--- src/rtl/mod_147_rx_decode_if.sv ---
`default_nettype none
// ============================================================================
//  Module      : mod_147_rx_decode_if
//  Description : Symbol-in / MII-out bundle for the 10BASE-T1S PCS receive
//                symbol decoder. master = symbol source and MII consumer,
//                slave = decoder.
//  Revision    : 1.0  initial release
// ============================================================================
interface mod_147_rx_decode_if;
  logic [4:0] rx_sym;
  logic       rx_sym_valid;
  logic [1:0] rx_cmd;
  logic       RX_DV;
  logic [3:0] RXD;
  logic       RX_ER;
  logic       CRS;
  logic [7:0] sym_err_cnt;

  modport master (
    output rx_sym, rx_sym_valid,
    input  rx_cmd, RX_DV, RXD, RX_ER, CRS, sym_err_cnt
  );

  modport slave (
    input  rx_sym, rx_sym_valid,
    output rx_cmd, RX_DV, RXD, RX_ER, CRS, sym_err_cnt
  );
endinterface
`default_nettype wire

--- src/rtl/mod_147_rx_decode.sv ---
`default_nettype none
// ============================================================================
//  Module      : mod_147_rx_decode
//  Description : 10BASE-T1S PCS receive symbol decoder. Recovers frames
//                (SYNC,SYNC,SSD,data,ESD,ESDOK), decodes idle command symbols
//                and drives the registered MII receive outputs.
//                Optional macro RX_SYM_ERR_CNT_EN enables the saturating
//                invalid-symbol counter on sym_err_cnt (otherwise tied to 0).
//  Revision    : 1.0  initial release
// ============================================================================
module mod_147_rx_decode #(
  parameter int CMD_REPEAT    = 2,
  parameter int SILENCE_ABORT = 2
) (
  input  wire logic          clk,
  input  wire logic          pcs_reset,
  mod_147_rx_decode_if.slave rx_if
);

  localparam logic [4:0] c_sym_silence = 5'b11111;
  localparam logic [4:0] c_sym_sync    = 5'b11000;
  localparam logic [4:0] c_sym_ssd     = 5'b10001;
  localparam logic [4:0] c_sym_esd     = 5'b01101;
  localparam logic [4:0] c_sym_esdok   = 5'b00111;
  localparam logic [4:0] c_sym_beacon  = 5'b11001;
  localparam logic [4:0] c_sym_commit  = 5'b00100;
  localparam logic [4:0] c_sym_hbeat   = 5'b01000;

  localparam logic [1:0] c_cmd_beacon  = 2'b00;
  localparam logic [1:0] c_cmd_commit  = 2'b01;
  localparam logic [1:0] c_cmd_hbeat   = 2'b10;
  localparam logic [1:0] c_cmd_none    = 2'b11;

  localparam logic [2:0] c_cmd_repeat  = 3'(CMD_REPEAT);
  localparam logic [2:0] c_sil_abort   = 3'(SILENCE_ABORT);

  localparam logic [2:0] c_st_idle     = 3'd0;
  localparam logic [2:0] c_st_sync1    = 3'd1;
  localparam logic [2:0] c_st_sync2    = 3'd2;
  localparam logic [2:0] c_st_data     = 3'd3;
  localparam logic [2:0] c_st_esd_seen = 3'd4;

  logic [2:0] r_state,    w_state_nxt;
  logic [2:0] r_cmd_cnt,  w_cmd_cnt_nxt;
  logic [1:0] r_last_cmd, w_last_cmd_nxt;
  logic [2:0] r_sil_cnt,  w_sil_cnt_nxt;
  logic [1:0] r_rx_cmd,   w_rx_cmd_nxt;
  logic       r_rx_dv,    w_rx_dv_nxt;
  logic [3:0] r_rxd,      w_rxd_nxt;
  logic       r_rx_er,    w_rx_er_nxt;
  logic       r_crs,      w_crs_nxt;

  logic       w_is_data;
  logic [3:0] w_nibble;
  logic       w_is_cmd;
  logic [1:0] w_cmd_code;
  logic [2:0] w_sil_inc;
  logic       w_strobe;
  logic [4:0] w_sym;

  assign w_strobe  = rx_if.rx_sym_valid;
  assign w_sym     = rx_if.rx_sym;
  assign w_sil_inc = r_sil_cnt + 3'd1;

  // Classify the incoming symbol as 4B/5B data or command
  always_comb begin
    w_is_data  = 1'b1;
    w_nibble   = 4'h0;
    w_is_cmd   = 1'b0;
    w_cmd_code = c_cmd_none;
    case (w_sym)
      5'b11110: w_nibble = 4'h0;
      5'b01001: w_nibble = 4'h1;
      5'b10100: w_nibble = 4'h2;
      5'b10101: w_nibble = 4'h3;
      5'b01010: w_nibble = 4'h4;
      5'b01011: w_nibble = 4'h5;
      5'b01110: w_nibble = 4'h6;
      5'b01111: w_nibble = 4'h7;
      5'b10010: w_nibble = 4'h8;
      5'b10011: w_nibble = 4'h9;
      5'b10110: w_nibble = 4'hA;
      5'b10111: w_nibble = 4'hB;
      5'b11010: w_nibble = 4'hC;
      5'b11011: w_nibble = 4'hD;
      5'b11100: w_nibble = 4'hE;
      5'b11101: w_nibble = 4'hF;
      default:  w_is_data = 1'b0;
    endcase
    case (w_sym)
      c_sym_beacon: begin w_is_cmd = 1'b1; w_cmd_code = c_cmd_beacon; end
      c_sym_commit: begin w_is_cmd = 1'b1; w_cmd_code = c_cmd_commit; end
      c_sym_hbeat:  begin w_is_cmd = 1'b1; w_cmd_code = c_cmd_hbeat;  end
      default:      ;
    endcase
  end

  // State register; reset always restarts the receiver in IDLE
  always_ff @(posedge clk or posedge pcs_reset) begin
    if (pcs_reset) r_state <= c_st_idle;
    else           r_state <= w_state_nxt;
  end

  // Next-state decode, advancing only on symbol strobes
  always_comb begin
    w_state_nxt = r_state;
    if (w_strobe) begin
      case (r_state)
        c_st_idle:     if (w_sym == c_sym_sync) w_state_nxt = c_st_sync1;
        c_st_sync1:    w_state_nxt = (w_sym == c_sym_sync) ? c_st_sync2 : c_st_idle;
        c_st_sync2: begin
          if (w_sym == c_sym_ssd)       w_state_nxt = c_st_data;
          else if (w_sym != c_sym_sync) w_state_nxt = c_st_idle;
        end
        c_st_data: begin
          if (w_sym == c_sym_esd) w_state_nxt = c_st_esd_seen;
          else if (w_sym == c_sym_silence && w_sil_inc == c_sil_abort)
            w_state_nxt = c_st_idle;
        end
        c_st_esd_seen: w_state_nxt = c_st_idle;
        default:       w_state_nxt = c_st_idle;
      endcase
    end
  end

  // Next values of outputs and counters; everything holds between strobes
  always_comb begin
    w_rx_cmd_nxt   = r_rx_cmd;
    w_rx_dv_nxt    = r_rx_dv;
    w_rxd_nxt      = r_rxd;
    w_rx_er_nxt    = r_rx_er;
    w_crs_nxt      = r_crs;
    w_cmd_cnt_nxt  = r_cmd_cnt;
    w_last_cmd_nxt = r_last_cmd;
    w_sil_cnt_nxt  = r_sil_cnt;
    if (w_strobe) begin
      case (r_state)
        c_st_idle: begin
          w_rx_dv_nxt = 1'b0;
          w_rx_er_nxt = 1'b0;
          if (w_is_cmd) begin
            // A zero count means no command run is in progress
            if (r_cmd_cnt != 3'd0 && w_cmd_code == r_last_cmd)
              w_cmd_cnt_nxt = (r_cmd_cnt == 3'd7) ? 3'd7 : r_cmd_cnt + 3'd1;
            else
              w_cmd_cnt_nxt = 3'd1;
            w_last_cmd_nxt = w_cmd_code;
            w_rx_cmd_nxt   = (w_cmd_cnt_nxt >= c_cmd_repeat) ? w_cmd_code : c_cmd_none;
          end else begin
            w_cmd_cnt_nxt = 3'd0;
            w_rx_cmd_nxt  = c_cmd_none;
            if (w_sym == c_sym_sync) w_crs_nxt = 1'b1;
          end
        end
        c_st_sync1: if (w_sym != c_sym_sync) w_crs_nxt = 1'b0;
        c_st_sync2: begin
          w_sil_cnt_nxt = 3'd0;
          if (w_sym != c_sym_sync && w_sym != c_sym_ssd) w_crs_nxt = 1'b0;
        end
        c_st_data: begin
          if (w_is_data) begin
            w_rx_dv_nxt   = 1'b1;
            w_rxd_nxt     = w_nibble;
            w_rx_er_nxt   = 1'b0;
            w_sil_cnt_nxt = 3'd0;
          end else if (w_sym == c_sym_esd) begin
            w_rx_dv_nxt   = 1'b0;
            w_rx_er_nxt   = 1'b0;
            w_sil_cnt_nxt = 3'd0;
          end else if (w_sym == c_sym_silence && w_sil_inc == c_sil_abort) begin
            w_rx_dv_nxt   = 1'b0;
            w_rx_er_nxt   = 1'b0;
            w_crs_nxt     = 1'b0;
            w_sil_cnt_nxt = 3'd0;
          end else begin
            // Errored nibble: RXD keeps the last good value
            w_rx_dv_nxt   = 1'b1;
            w_rx_er_nxt   = 1'b1;
            w_sil_cnt_nxt = (w_sym == c_sym_silence) ? w_sil_inc : 3'd0;
          end
        end
        c_st_esd_seen: begin
          w_rx_dv_nxt = 1'b0;
          w_crs_nxt   = 1'b0;
          w_rx_er_nxt = (w_sym != c_sym_esdok);
        end
        default: ;
      endcase
    end
  end

  // Output and counter registers
  always_ff @(posedge clk or posedge pcs_reset) begin
    if (pcs_reset) begin
      r_rx_cmd   <= c_cmd_none;
      r_rx_dv    <= 1'b0;
      r_rxd      <= 4'h0;
      r_rx_er    <= 1'b0;
      r_crs      <= 1'b0;
      r_cmd_cnt  <= 3'd0;
      r_last_cmd <= c_cmd_none;
      r_sil_cnt  <= 3'd0;
    end else begin
      r_rx_cmd   <= w_rx_cmd_nxt;
      r_rx_dv    <= w_rx_dv_nxt;
      r_rxd      <= w_rxd_nxt;
      r_rx_er    <= w_rx_er_nxt;
      r_crs      <= w_crs_nxt;
      r_cmd_cnt  <= w_cmd_cnt_nxt;
      r_last_cmd <= w_last_cmd_nxt;
      r_sil_cnt  <= w_sil_cnt_nxt;
    end
  end

  assign rx_if.rx_cmd = r_rx_cmd;
  assign rx_if.RX_DV  = r_rx_dv;
  assign rx_if.RXD    = r_rxd;
  assign rx_if.RX_ER  = r_rx_er;
  assign rx_if.CRS    = r_crs;

`ifdef RX_SYM_ERR_CNT_EN
  logic       w_is_ctrl;
  logic       w_is_invalid;
  logic [7:0] r_sym_err_cnt;

  assign w_is_ctrl    = (w_sym == c_sym_silence) || (w_sym == c_sym_sync) ||
                        (w_sym == c_sym_ssd) || (w_sym == c_sym_esd) ||
                        (w_sym == c_sym_esdok);
  assign w_is_invalid = !(w_is_data || w_is_cmd || w_is_ctrl);

  // Saturating count of invalid codes seen in any state
  always_ff @(posedge clk or posedge pcs_reset) begin
    if (pcs_reset)
      r_sym_err_cnt <= 8'd0;
    else if (w_strobe && w_is_invalid && r_sym_err_cnt != 8'hFF)
      r_sym_err_cnt <= r_sym_err_cnt + 8'd1;
  end

  assign rx_if.sym_err_cnt = r_sym_err_cnt;
`else
  assign rx_if.sym_err_cnt = 8'd0;
`endif

endmodule
`default_nettype wire
--- src/flat_wrapper.sv ---
// flat-port wrapper written by rule: the top's interface ports become plain ports
module mod_147_rx_decode_flat 
#(
  parameter int CMD_REPEAT    = 2,
  parameter int SILENCE_ABORT = 2
)
  (clk, pcs_reset, rx_if_rx_sym, rx_if_rx_sym_valid, rx_if_rx_cmd, rx_if_RX_DV, rx_if_RXD, rx_if_RX_ER, rx_if_CRS, rx_if_sym_err_cnt);
  mod_147_rx_decode_if rx_if_i ();
  input  wire logic clk;
  input  wire logic pcs_reset;
  input wire logic [$bits(rx_if_i.rx_sym)-1:0] rx_if_rx_sym;
  input wire logic [$bits(rx_if_i.rx_sym_valid)-1:0] rx_if_rx_sym_valid;
  output wire logic [$bits(rx_if_i.rx_cmd)-1:0] rx_if_rx_cmd;
  output wire logic [$bits(rx_if_i.RX_DV)-1:0] rx_if_RX_DV;
  output wire logic [$bits(rx_if_i.RXD)-1:0] rx_if_RXD;
  output wire logic [$bits(rx_if_i.RX_ER)-1:0] rx_if_RX_ER;
  output wire logic [$bits(rx_if_i.CRS)-1:0] rx_if_CRS;
  output wire logic [$bits(rx_if_i.sym_err_cnt)-1:0] rx_if_sym_err_cnt;
  assign rx_if_i.rx_sym = rx_if_rx_sym;
  assign rx_if_i.rx_sym_valid = rx_if_rx_sym_valid;
  assign rx_if_rx_cmd = rx_if_i.rx_cmd;
  assign rx_if_RX_DV = rx_if_i.RX_DV;
  assign rx_if_RXD = rx_if_i.RXD;
  assign rx_if_RX_ER = rx_if_i.RX_ER;
  assign rx_if_CRS = rx_if_i.CRS;
  assign rx_if_sym_err_cnt = rx_if_i.sym_err_cnt;
  mod_147_rx_decode #(.CMD_REPEAT(CMD_REPEAT), .SILENCE_ABORT(SILENCE_ABORT)) u_core (.clk(clk), .pcs_reset(pcs_reset), .rx_if(rx_if_i));
endmodule
--- config.mk ---
export PLATFORM = sky130hd
export DESIGN_NAME = mod_147_rx_decode_flat
export DESIGN_NICKNAME = d
export VERILOG_FILES = /design/src/rtl/mod_147_rx_decode_if.sv /design/src/rtl/mod_147_rx_decode.sv /design/src/flat_wrapper.sv
export SDC_FILE = /design/constraint.sdc
export NUM_CORES = 1
export LEC_CHECK = 0
export CAP_MARGIN = 20
export CORE_UTILIZATION = 49
export CTS_BUF_LIST = sky130_fd_sc_hd__clkbuf_2 sky130_fd_sc_hd__clkbuf_4 sky130_fd_sc_hd__clkbuf_8
export CTS_CLUSTER_SIZE = 40
export DETAILED_ROUTE_END_ITERATION = 10
export PLACE_DENSITY = 0.9
export SETUP_SLACK_MARGIN = 0.02
export SYNTH_ARGS = -nofsm -noshare
export SYNTH_HDL_FRONTEND = slang
export SYNTH_SLANG_ARGS = --single-unit
export TNS_END_PERCENT = 10
--- constraint.sdc ---
create_clock -name clk -period 1.54 [get_ports clk]
set_input_delay 0.308 -clock clk [delete_from_list [all_inputs] [get_ports clk]]
set_output_delay 0.308 -clock clk [all_outputs]
set_load 0.01 [all_outputs]
==> results of run 1 <==
-- path summary, 6_finish.rpt --
check / slack [ns] / depth (start not counted) / startpoint / end
max in group asynchronous: 0.96 / 3 / pcs_reset / u_core.rx_if.rx_cmd[1]$_DFFE_PP1P_
min in group clk: 0.37 / 3 / rx_if_rx_sym[4] / u_core.r_last_cmd[0]$_DFFE_PP1P_
setup reg to reg: -0.14 / 8 / u_core.r_sil_cnt[0]$_DFFE_PP0P_ / u_core.rx_if.RX_ER$_DFFE_PP0P_
hold reg to reg: 0.50 / 1 / u_core.rx_if.RXD[3]$_DFFE_PP0P_ / u_core.rx_if.RXD[3]$_DFFE_PP0P_
hold / removal: 0.31 / 3 / pcs_reset / u_core.r_state[0]$_DFFE_PP0P_
setup / recovery: -0.14 / 8 / u_core.r_sil_cnt[0]$_DFFE_PP0P_ / u_core.rx_if.RX_ER$_DFFE_PP0P_
-- state kept, by name, summed over array words and instances (netlist names) --
name,cells
u_core.r_cmd_cnt,3
u_core.r_last_cmd,2
u_core.r_sil_cnt,3
u_core.r_state,3
u_core.rx_if.CRS,1
u_core.rx_if.RXD,4
u_core.rx_if.RX_DV,1
u_core.rx_if.RX_ER,1
u_core.rx_if.rx_cmd,2
-- final cells by class --
| type | instances | share of cell area, % |
|---|---|---|
| clock buffer | 4 | 1.834 |
| inverter | 9 | 1.708 |
| multi-input combinational | 124 | 45.67 |
| sequential | 20 | 25.62 |
| tap | 31 | 1.961 |
| timing repair buffer | 56 | 23.21 |
-- metal layers --
layer  routed length, µm  GRT usage, %  vias up
met5                   0             0        -
met4                  74         11.15        0
met3                 131         4.147       11
met2                1786         42.86       39
met1                1664         31.03      694
li1                    -             -      677
-- what timing repair did --
item / CTS / global route
buffers inserted: 2 / 2
setup endpoints to repair: 22 / 19
pin swaps: 11 / 9
gates resized for setup: 35 / 12
-- metrics by stage --
step / utilization [%] / setup slack [ns] / setup TNS [ns]
2_1_floorplan: - / -0.1843 / -1.126
3_3_place_gp: 66.13 / -0.6573 / -9.263
3_5_place_dp: 66.13 / -0.7744 / -10.73
4_1_cts: 69.10 / -0.1805 / -0.4267
5_1_grt: 71.12 / -0.2275 / -1.543
6_report: 71.12 / -0.1419 / -0.4095
-- worst register-to-register path, stage by stage (launching register included) --
cell and delay, ns:
dfrtp_1 0.40, ha_2 0.21, xnor2_2 0.13, nand4b_1 0.17, buf_4 0.19, nand2_2 0.06, nor4_1 0.05, buf_4 0.14
o31a_1 0.23
-- cells in the mapped netlist, types with 4 or more instances --
cell,count,area (µm²)
a32o_1,4,40.04
buf_4,8,60.06
clkbuf_1,8,30.03
dfrtp_1,16,400.4
dfstp_2,4,105.1
ha_1,4,50.05
inv_1,8,30.03
nand2_1,16,60.06
nand2b_1,4,25.02
nand3_1,8,40.04
nor2_1,8,30.03
nor3_1,5,25.02
nor4_1,4,25.02
o21ai_0,4,20.02
o21ai_1,5,25.02
xnor2_1,7,61.31
-- placed cells by master, fill, tap and decap left out, types with 5 or more instances in the layout --
cell,synthesis,layout
buf_4,8,40
nand2_1,16,15
dfrtp_1,16,15
inv_1,8,8
conb_1,1,8
nand3_1,8,7
nor2_1,8,7
dlygate4sd2_1,0,6
xnor2_1,7,5
o21ai_1,5,5
nor3_1,5,5
-- logic make-up (layout without fill, tap and decap cells) --
kind of cell,Yosys count,count (layout),share of synthesized area (%)
adders and majority gates,4,4,3.448
xor gates and xnor gates,8,8,4.828
DFF,20,20,34.83
other,1,8,0.2584
and+or+nand+nor,61,61,22.16
buffers and inverters,29,69,10.26
AOI/OAI and AO/OA,41,41,22.67
muxes,2,2,1.552
-- power by group through the flow --
| stage | clock network, µW | registers, µW | logic (µW) |
|---|---|---|---|
| 6_report | 309 | 803 | 1010 |
| 5_1_grt | 338 | 819 | 1110 |
| 4_1_cts | 315 | 793 | 990 |
| 3_5_place_dp | 0 | 798 | 965 |
| 3_3_place_gp | 0 | 788 | 924 |
| 2_1_floorplan | 0 | 776 | 588 |
==> impl_metrics.py, run 1 <==
metrics = {
    "run_status": {
        "status": "finished, violations left",
        "violations": "negative setup slack",
    },
    "worst_setup_path": {
        "cp_top_family": "flip-flops",
        "cp_num_buf_inv": 2,
        "worst_path_most_repeated_cell": "buf_4",
        "setup.worst_path.start_class": "flop",
        "worst-path-max-fanout": 2,
        "crit_required_ns": 1.74,
        "critPathSlowestCell": "dfrtp_1",
        "arrival_ns": 1.88,
        "path_class": "flop to flop",
        "crit_chain": "ha_2 -> xnor2_2 -> nand4b_1 -> buf_4 -> nand2_2 -> nor4_1 -> buf_4 -> o31a_1",
        "cpPeakStageDelay_ns": 0.40,
        "cp-end-kind": "flop",
    },
    "yosys": {
        "syn_inst": 166,
        "synthFlopType": "dfrtp_1",
        "async_reset_ff_share_pct": 100.0,
        "synth_edf_count": 0,
        "seq_area_frac_synth_pct": 34.83,
        "synth_area_um2": 1451,
        "avgSynthCellArea_um2": 8.743,
        "ys_ff_latch": 20,
        "ys_warn_count": 0,
        "ys_types": 51,
    },
    "flow_run": {
        "drv_cap": 0,
    },
    "floorplan": {
        "coreArea_um2": 2781,
        "fp.dieH_um": 56.43,
        "die_x_um": 56.43,
        "num_io_pins": 25,
        "row_count": 19,
        "start_util_pct": 52.18,
        "die_area_um2": 3184,
    },
    "placement": {
        "dp_hpwl_um": 2713,
        "gp_congestion": 0.8509,
        "dp.cells": 236,
        "port_buffers": 16,
        "placed_area_um2": 1839,
    },
    "timing": {
        "final.setup.worst_slack_ns": -0.1419,
        "slew_viol_final": 0,
        "fin_crit_ns": 1.682,
        "rsz0062_at_grt": "true",
        "clock.fmax_ghz": 0.5946,
        "final.period_utilization_pct": 109.2,
        "whs_ns": 0.3092,
        "skew_ns": 0.006224,
        "final_hold_viol_count": 0,
        "setup_viol": 7,
    },
    "drt": {
        "routedWlPerCell_um": 14.99,
        "vias_per_cell": 5.824,
        "drt-total-wl_um": 3658,
        "routed-via-count": 1421,
        "drc": 0,
        "first_iter_violations": 52,
        "firstDrtPassIters": 4,
        "ant_nets": 0,
    },
    "cts": {
        "numCtsBuffers": 3,
        "cts-hold-fix-buffers": 0,
        "clk_pin_slew_ns": 0.11,
        "cts_tree": "done",
        "clockRootBuffer": "clkbuf_4",
        "numClockSinks": 20,
        "insertion_delay_ns": 0.31,
        "htree_levels": 1,
        "ctsLongestPathBuffers": 2,
    },
    "power_and_ir_drop": {
        "p_sw_share_pct": 37.00,
        "p_leak_uw": 0.0009351,
        "seq_power_share_pct": 37.9,
        "power.total_uw": 2120,
        "power.density_nw_per_um2": 1072,
        "p_int_uw": 1336,
        "clkPwrFrac_pct": 14.6,
        "pwr-share-comb_pct": 47.6,
        "power_switching_uw": 784.7,
        "ir_drop_v": 0.0009222,
    },
    "finish": {
        "fin_cells": 244,
        "regArea_um2": 506.7,
        "fin_nets": 226,
        "antennaDiodeCount": 0,
        "fillerInstances": 220,
        "drive_above_1_share_pct": 34.27,
        "multi_input_area_um2": 903.4,
        "area_growth_pct": 36.29,
        "finalInstanceArea_um2": 1978,
    },
    "global_routing": {
        "grt_pass1_wl_um": 6327,
        "grt_use_total_pct": 25.15,
        "grt_max_degree": 21,
        "first_global_vias": 1457,
        "overflow": 0,
        "antenna_found_initial": 0,
    },
    "min_path": {
        "hold_path.class": "input pin to async pin",
    },
}
No activity file was read; power rests on OpenSTA's default activity.
==> run 2: changes to the inputs <==
==> constraint.sdc (replaced) <==
create_clock -name clk -period 1.4 [get_ports clk]
set_input_delay 0.28 -clock clk [delete_from_list [all_inputs] [get_ports clk]]
set_output_delay 0.28 -clock clk [all_outputs]
set_load 0.01 [all_outputs]
==> run 2 against run 1 <==
Compared with the run above:
- the flow still finishes with violations (negative setup slack)
- clock skew is 0.0021 ns lower
- non-clock buffer count is 5 higher
- die area stayed put
- combinational power is 19% higher
- core utilization is 1.7 points higher
- clock power is 16% higher
- worst setup slack worse by 0.14 ns
- maximum frequency is 0.26% lower
- cell count is 2.0% higher
- hold slack worse by 0.032 ns
- cell area is 2.3% higher
- largest cell class unchanged
==> impl_metrics.py, run 2 (same netlist as run 1, synthesis figures left out) <==
metrics = {
    "run_status": {
        "status": "finished, violations left",
        "violations": "negative setup slack",
    },
    "cts": {
        "clk_pin_slew_ns": 0.12,
        "insertion_delay_ns": 0.31,
        "cts_tree": "done",
        "ctsLongestPathBuffers": 2,
        "clockRootBuffer": "clkbuf_4",
        "htree_levels": 1,
        "numCtsBuffers": 3,
        "numClockSinks": 20,
    },
    "global_routing": {
        "overflow": 0,
        "grt_max_degree": 21,
        "use_met1_pct": 31.49,
        "grt_pass1_wl_um": 6844,
        "grt_use_total_pct": 27.26,
        "use_met2_pct": 47.39,
        "busiest_layer": "met2",
        "first_global_vias": 1557,
        "grtUsageMet3_pct": 5.530,
        "antenna_found_initial": 0,
    },
    "worst_setup_path": {
        "arrival_ns": 1.89,
        "worst-path-max-fanout": 10,
        "crit_required_ns": 1.61,
        "cp-end-kind": "flop",
        "path_class": "flop to flop",
        "setup.worst_path.start_class": "flop",
    },
    "timing": {
        "final_hold_viol_count": 0,
        "rsz0062_at_grt": "true",
        "final.setup.worst_slack_ns": -0.2862,
        "fin_crit_ns": 1.686,
        "whs_ns": 0.2776,
        "setup_viol": 13,
        "final.period_utilization_pct": 120.4,
        "skew_ns": 0.004089,
        "slew_viol_final": 0,
        "clock.fmax_ghz": 0.5930,
    },
    "finish": {
        "final_common_cell": "buf_4",
        "area_growth_pct": 39.48,
        "fin_cells": 249,
        "utilization_pct": 72.78,
        "regArea_um2": 509.2,
        "finalInstanceArea_um2": 2024,
        "multi_input_area_um2": 925.9,
        "drive_above_1_share_pct": 39.91,
        "layout_common_cells": "44 x buf_4, 13 x nand2_1, 13 x dfrtp_1",
        "antennaDiodeCount": 0,
        "fillerInstances": 200,
        "largest_register_ffs": 4,
        "fin_nets": 231,
    },
    "min_path": {
        "hold_path.class": "input pin to async pin",
    },
    "drt": {
        "drt-total-wl_um": 4148,
        "drc": 0,
        "first_iter_violations": 107,
        "routedWlPerCell_um": 16.66,
        "ant_nets": 0,
        "vias_per_cell": 6.008,
        "firstDrtPassIters": 5,
        "routed-via-count": 1496,
    },
    "placement": {
        "port_buffers": 16,
        "dp_hpwl_um": 2849,
        "dp.cells": 242,
        "gp_congestion": 0.8888,
        "placed_area_um2": 1884,
    },
    "floorplan": {
        "die_x_um": 56.43,
        "coreArea_um2": 2781,
        "start_util_pct": 52.18,
        "row_count": 19,
        "num_io_pins": 25,
        "die_area_um2": 3184,
        "fp.dieH_um": 56.43,
    },
    "power_and_ir_drop": {
        "ir_drop_v": 0.001209,
        "p_leak_uw": 0.0009358,
        "power.density_nw_per_um2": 1205,
    },
    "flow_run": {
        "drv_cap": 0,
    },
}
-- run 2: stage by stage --
step           TNS (ns)  total power, µW  setup slack, ns
3_5_place_dp     -13.05             2004          -0.9320
5_1_grt          -2.712             2575          -0.3873
2_1_floorplan    -2.624             1500          -0.2963
3_3_place_gp     -11.68             1937          -0.7723
6_report         -1.812             2439          -0.2862
4_1_cts          -1.770             2372          -0.3154
-- run 2: what timing repair did --
action,in CTS,in global routing
resized for setup,50,15
endpoints found under the hold margin,0,0
endpoints found under the setup margin,29,21
pin swaps,13,7
hold buffers,0,0
buffers inserted,2,1
-- run 2: final timing paths --
check | startpoint | end | slack [ns] | cells after the start
max reg2reg | u_core.r_state[1]$_DFFE_PP0P_ | u_core.rx_if.CRS$_DFFE_PP0P_ | -0.29 | 4
min | pcs_reset | u_core.r_cmd_cnt[2]$_DFFE_PP0P_ | 0.28 | 3
max | u_core.r_state[1]$_DFFE_PP0P_ | u_core.rx_if.CRS$_DFFE_PP0P_ | -0.29 | 4
min in group clk | rx_if_rx_sym[0] | u_core.rx_if.RXD[0]$_DFFE_PP0P_ | 0.33 | 3
min reg2reg | u_core.rx_if.RXD[2]$_DFFE_PP0P_ | u_core.rx_if.RXD[2]$_DFFE_PP0P_ | 0.49 | 1
max in group asynchronous | pcs_reset | u_core.r_last_cmd[0]$_DFFE_PP1P_ | 0.86 | 3
-- run 2: power by group --
part	leakage [µW]	internal [µW]	switching [µW]	total (µW)
Sequential	0.000252	741	142	882
Combinational	0.000663	604	597	1200
Clock	0.0000210	159	198	357
Total	0.000936	1500	936	2440
-- run 2: area by class of cell --
type / instances / area share, %
Multi-Input combinational cell: 124 / 45.74
Sequential cell: 20 / 25.15
Timing Repair Buffer: 61 / 23.73
Tap cell: 31 / 1.916
Clock buffer: 4 / 1.792
Inverter: 9 / 1.669
-- run 2: routing by layer --
layer / part of all wire (%) / vias to the layer above
met5: 0 / -
met3: 5.3 / 18
met4: 3.3 / 0
met1: 39 / 725
li1: - / 684
met2: 52 / 69
-- run 2: critical path: stages (launching register included) --
cell      delay (ns)
dfrtp_2         0.50
nor4_1          0.45
o311ai_1        0.15
o21bai_1        0.18
mux2_1          0.31
==> RTL change 1 (config.mk and constraints of run 1) <==
The option `RX_SYM_ERR_CNT_EN` is turned on by a define.
--- a/src/rtl/mod_147_rx_decode.sv
+++ b/src/rtl/mod_147_rx_decode.sv
@@ -8,6 +8,8 @@
 //                invalid-symbol counter on sym_err_cnt (otherwise tied to 0).
 //  Revision    : 1.0  initial release
 // ============================================================================
+`define RX_SYM_ERR_CNT_EN
+
 module mod_147_rx_decode #(
   parameter int CMD_REPEAT    = 2,
   parameter int SILENCE_ABORT = 2
Behaviour: not the same (Yosys sat finds a counterexample within 4 cycles, from zero or initial values and one cycle with pcs_reset high).
==> RTL change 1 against run 1 <==
  * The flow still finishes with violations (negative setup slack)
  * Die area up 27%
  * Hold slack better by 87 ps
  * Area after synthesis up 28%
  * Synthesized cell count up 17%
  * Count of clock-buffer cells in the layout down 1
  * Total power up 6.2%
  * Utilization up 3.7 points
  * Sequential cell count up 8
  * Non-clock buffer count up 24
  * Wire length up 36%
  * Design area up 39%
  * Setup slack better by 41 ps
  * Sequential power up 13%
  * Critical path type unchanged
  * Largest cell class unchanged
==> RTL change 1: results (changes against run 1) <==
[run_status]
violations=negative setup slack  ; unchanged
outcome=complete, but fails checks  ; unchanged

[drt]
wl_um=4980  ; was 3660 um
dr_wl_met2_um=2610  ; was 1790 um
met3_wirelength_um=204  ; was 131 um
wl_per_cell_um=15.8  ; was 15.0 um
drt_iter0_drc=129  ; was 52
met1_length_um=2030  ; was 1660 um

[timing]
setup_viol=9  ; was 7
hold_ws_ps=396  ; was 309 ps
skew_ps=3.68  ; was 6.22 ps
setup_tns_ps=-488  ; was -409 ps
worst_slack_ps=-101  ; was -142 ps

[final_layout]
nFillCells=256  ; was 220
nets=281  ; was 226
largest_reg_flops=8  ; was 4

[worst_setup_path]
cp_max_fo=3  ; was 2
critical_path_arrival_ps=1850  ; was 1880 ps

[global_route]
grt_max_degree=29  ; was 21
grtUsageMet2_pct=42.7  ; was 42.9%
grt.met3_usage_pct=4.17  ; was 4.15%
grt_pass1_wl_um=7870  ; was 6330 um
grt_pass1_vias=1826  ; was 1457
track_usage_pct=24.8  ; was 25.1%
use_met1_pct=29.4  ; was 31.0%

[pwr]
p_leak_nw=1.30  ; was 0.935 nW
vdd_ir_drop_max_v=0.000700  ; was 0.000922 V

[clock_tree]
clock_latency_ps=280  ; was 310 ps
root_buffer=clkbuf_8  ; was clkbuf_4

[synthesis]
synth_compound_gate_area_share_pct=19.9  ; was 22.7%
synth_common_cells=24 x dfrtp_1, 20 x nand2_1, 14 x o21ai_0  ; was 16 x dfrtp_1, 16 x nand2_1
synth_mux_area_share_pct=3.97  ; was 1.55%
synthTopCellsByArea=dfrtp_1 32%, dfstp_2 5.7%, xnor2_1 5.2%, nand2_1 4.0%, o21ai_0 3.8%  ; was dfrtp_1 28%, dfstp_2 7.2%, xnor2_1 4.2%, buf_4 4.1%, nand2_1 4.1%
yosysUniqueCellTypes=58  ; was 51
synthAdderAreaFrac_pct=3.36  ; was 3.45%
yosys.area_share.xor_xnor_pct=7.00  ; was 4.83%

[place]
place.gp.congestion=0.957  ; was 0.851
dp_hpwl_um=3350  ; was 2710 um
place_inst=309  ; was 236
pre_cts_ws_ps=-799  ; was -774 ps

[RTL change 1: changes by cell type in the layout (fill, tap and decap cells not counted), moves of 4 or more]
cell,delta
a21oi_1,+4
a32o_1,-4
buf_4,+13
conb_1,-8
dfrtp_1,+9
dlygate4sd2_1,+7
mux2i_1,+4
nand2_1,+5
nand3_1,-6
nand4_1,+5
o21ai_0,+4
xnor2_1,+5
[RTL change 1: path summary, 6_finish.rpt]
check,start,endpoint,depth (start not counted)
max in group asynchronous,pcs_reset,u_core.rx_if.rx_cmd[1],3
max reg2reg,u_core.r_sil_cnt[1],u_core.rx_if.CRS,6
min in group clk,rx_if_rx_sym[3],u_core.rx_if.RXD[2],4
min,pcs_reset,u_core.r_state[2],3
min reg2reg,u_core.rx_if.RXD[2],u_core.rx_if.RXD[2],2
max,u_core.r_sil_cnt[1],u_core.rx_if.CRS,6
[RTL change 1: final cells by class]
cell class	count	area (um^2)	area share [%]
Multi-Input combinational cell	145	1180	43.1
Sequential cell	28	706	25.8
Timing Repair Buffer	80	686	25.0
Tap cell	48	60.1	2.19
Clock buffer	3	41.3	1.51
Inverter	10	37.5	1.37
Clock inverter	1	30.0	1.10
[RTL change 1: timing repair]
item | 4_1_cts | 5_1_grt
hold endpoints to repair | 0 | 0
hold buffers | 0 | 0
endpoints found under the setup margin | 40 | 28
setup buffers | 3 | 0
resized for setup | 47 | 26
pin swaps | 10 | 6
[RTL change 1: power breakdown]
group	total (mW)	switching [mW]	leakage [nW]	internal, mW
clock network	0.591	0.243	0.0357	0.348
logic	0.754	0.358	0.916	0.396
registers	0.906	0.0707	0.351	0.835
total	2.25	0.671	1.30	1.58
[RTL change 1: critical path: stages, from the launching register on]
cell and delay, ps:
dfrtp_1 410, ha_2 200, xnor2_2 120, nand4_1 170, buf_4 180, a211o_1 290
a211oi_2 200
==> RTL change 2 (flow settings as in run 1) <==
Made on the original files. Set the localparam `c_sym_silence` to 5'b11110 (it was 5'b11111).
--- a/src/rtl/mod_147_rx_decode.sv
+++ b/src/rtl/mod_147_rx_decode.sv
@@ -17,7 +17,7 @@
   mod_147_rx_decode_if.slave rx_if
 );
 
-  localparam logic [4:0] c_sym_silence = 5'b11111;
+  localparam logic [4:0] c_sym_silence = 5'b11110;
   localparam logic [4:0] c_sym_sync    = 5'b11000;
   localparam logic [4:0] c_sym_ssd     = 5'b10001;
   localparam logic [4:0] c_sym_esd     = 5'b01101;
Formal check against the unedited RTL: not equivalent (a bounded check fails within 10 cycles, from zero or initial values and one cycle with pcs_reset high).
==> RTL change 2 against run 1 <==
  * The flow still finishes with violations (negative setup slack)
  * Utilization decreased by 1.1 points
  * Critical path type unchanged
  * First-iteration DRC count increased by 50%
  * Wire length increased by 4.7%
  * Area after synthesis decreased by 1.6%
  * Sequential share of layout area increased by 0.57 points
  * Largest cell class unchanged
  * Design area decreased by 2.4%
  * Setup slack got worse by 42 ps
  * Critical endpoint is now u_core.r_state[0]
  * Hold slack got worse by 3.6 ps
  * Global-route usage increased by 1.1 points
  * Sequential cell count unchanged
  * Count of clock-buffer cells in the layout decreased by 1
Power is not compared: it rests on default switching activity, and its combinational part moved more than twofold at a synthesized area within 25%.
==> RTL change 2: results (changes against run 1) <==
[synthesis]
synth_mux_area_share_pct=2.80  ; was 1.55%
synth_common_cells=16 x dfrtp_1, 10 x inv_1, 10 x nand2_1, 10 x nor2_1, 8 x buf_4  ; was 16 x dfrtp_1, 16 x nand2_1
yosysUniqueCellTypes=48  ; was 51
synthAdderAreaFrac_pct=4.21  ; was 3.45%
synth_compound_gate_area_share_pct=18.0  ; was 22.7%
yosys.area_share.xor_xnor_pct=5.52  ; was 4.83%
netlist_instances=160  ; was 166
ys_seq_area_share_pct=35.4  ; was 34.8%
ys_warn_count=0  ; unchanged
synthTopCellsByArea=dfrtp_1 28%, dfstp_2 7.4%, buf_4 4.2%, ha_1 3.5%, a31oi_1 3.1%  ; was dfrtp_1 28%, dfstp_2 7.2%, xnor2_1 4.2%, buf_4 4.1%, nand2_1 4.1%

[place]
pre_cts_ws_ps=-570  ; was -774 ps
place.gp.congestion=0.926  ; was 0.851
dp_hpwl_um=2690  ; was 2710 um
place_inst=229  ; was 236

[worst_setup_path]
r2r_end=u_core.r_state[0]  ; was u_core.rx_if.RX_ER
critPathMaxStageDelay_ps=430  ; was 400 ps
ff2ff_path_depth=6  ; was 8
critical_path.startpoint=u_core.r_sil_cnt[1]  ; was u_core.r_sil_cnt[0]
start_kind=flop  ; unchanged
cp_slowest_cell=dfrtp_1  ; unchanged
worstSetupEndpointType=flop  ; unchanged
cp_max_fo=3  ; was 2
critical_path_arrival_ps=1960  ; was 1880 ps

[timing]
worst_slack_ps=-184  ; was -142 ps
setup_tns_ps=-253  ; was -409 ps
setup_viol=4  ; was 7
skew_ps=1.65  ; was 6.22 ps

[run_status]
outcome=complete, but fails checks  ; unchanged
violations=negative setup slack  ; unchanged

[drt]
met3_wirelength_um=241  ; was 131 um
routed.top_layer=met4  ; unchanged
vias=1370  ; was 1421
dr_wl_met2_um=1910  ; was 1790 um
wl_um=3830  ; was 3660 um
wl_per_cell_um=16.3  ; was 15.0 um
drt_iter0_drc=78  ; was 52
met1_length_um=1540  ; was 1660 um

[global_route]
grtUsageMet2_pct=43.4  ; was 42.9%
track_usage_pct=26.2  ; was 25.1%
grt.met3_usage_pct=4.19  ; was 4.15%
use_met1_pct=32.5  ; was 31.0%
grt_max_degree=21  ; unchanged
grt_pass1_wl_um=6380  ; was 6330 um

[final_layout]
nets=217  ; was 226
drive_above_1_share_pct=28.4  ; was 34.3%

[clock_tree]
root_buffer=clkbuf_4  ; unchanged
clkTransAtPathRegs_ps=130  ; was 110 ps
cts_hold_buf=0  ; unchanged
cts-resized-gates=22  ; was 35
post_cts.repair.setup_buffers=1  ; was 2
clock_latency_ps=320

[pwr]
vdd_ir_drop_max_v=0.000603

==> RTL change 2: changes by cell type in the layout (fill, tap and decap cells not counted), moves of 4 or more <==
cell,run 1,this run
and2_1,0,4
nand3_1,7,3
a31oi_1,2,6
dlymetal6s2s_1,4,0
mux2i_1,0,4
nand2_1,15,10
a32o_1,4,0
dlygate4sd2_1,6,13
buf_4,40,33
==> RTL change 2: worst min path at each step <==
stage / from / end / slack (ps) / depth (start not counted)
finish: pcs_reset / u_core.rx_if.RXD[2] / 310 / 3
global route: pcs_reset / u_core.rx_if.RXD[2] / 300 / 3
global placement: u_core.r_sil_cnt[2] / u_core.r_sil_cnt[2] / 490 / 1
CTS: pcs_reset / u_core.r_cmd_cnt[0] / 320 / 3
detailed placement: u_core.rx_if.RXD[0] / u_core.rx_if.RXD[0] / 500 / 1
floorplan: pcs_reset / u_core.r_cmd_cnt[0] / 270 / 1
==> RTL change 2: where the power goes <==
group / internal (mW) / switching (mW)
clock network: 0.263 / 0.198
registers: 0.565 / 0.0289
logic: 0.150 / 0.168
total: 0.979 / 0.395
==> RTL change 2: critical path: cells and delay by family, from the launching register on <==
family / cells / cell delay [ps]
fa+ha+maj: 1 / 120
compound gates: 1 / 210
flops: 1 / 430
simple gates: 2 / 510
mux: 1 / 280
buf+inv: 1 / 90
==> RTL change 2: through the flow <==
step / util, % / instance area (um^2)
CTS: 68.6 / 1890
global route: 70.0 / 1930
detailed placement: 65.5 / 1810
finish: 70.0 / 1930
global placement: 65.5 / 1810
floorplan: - / 1470
==> RTL change 2: area by class of cell <==
type | count | area [um^2]
clock inverters | 1 | 30.0
fillers | 198 | 827
multi-input cells | 119 | 882
well taps | 31 | 38.8
inverters | 10 | 37.5
flip-flops and latches | 20 | 505
repair buffers | 51 | 414
clock buffers | 3 | 22.5
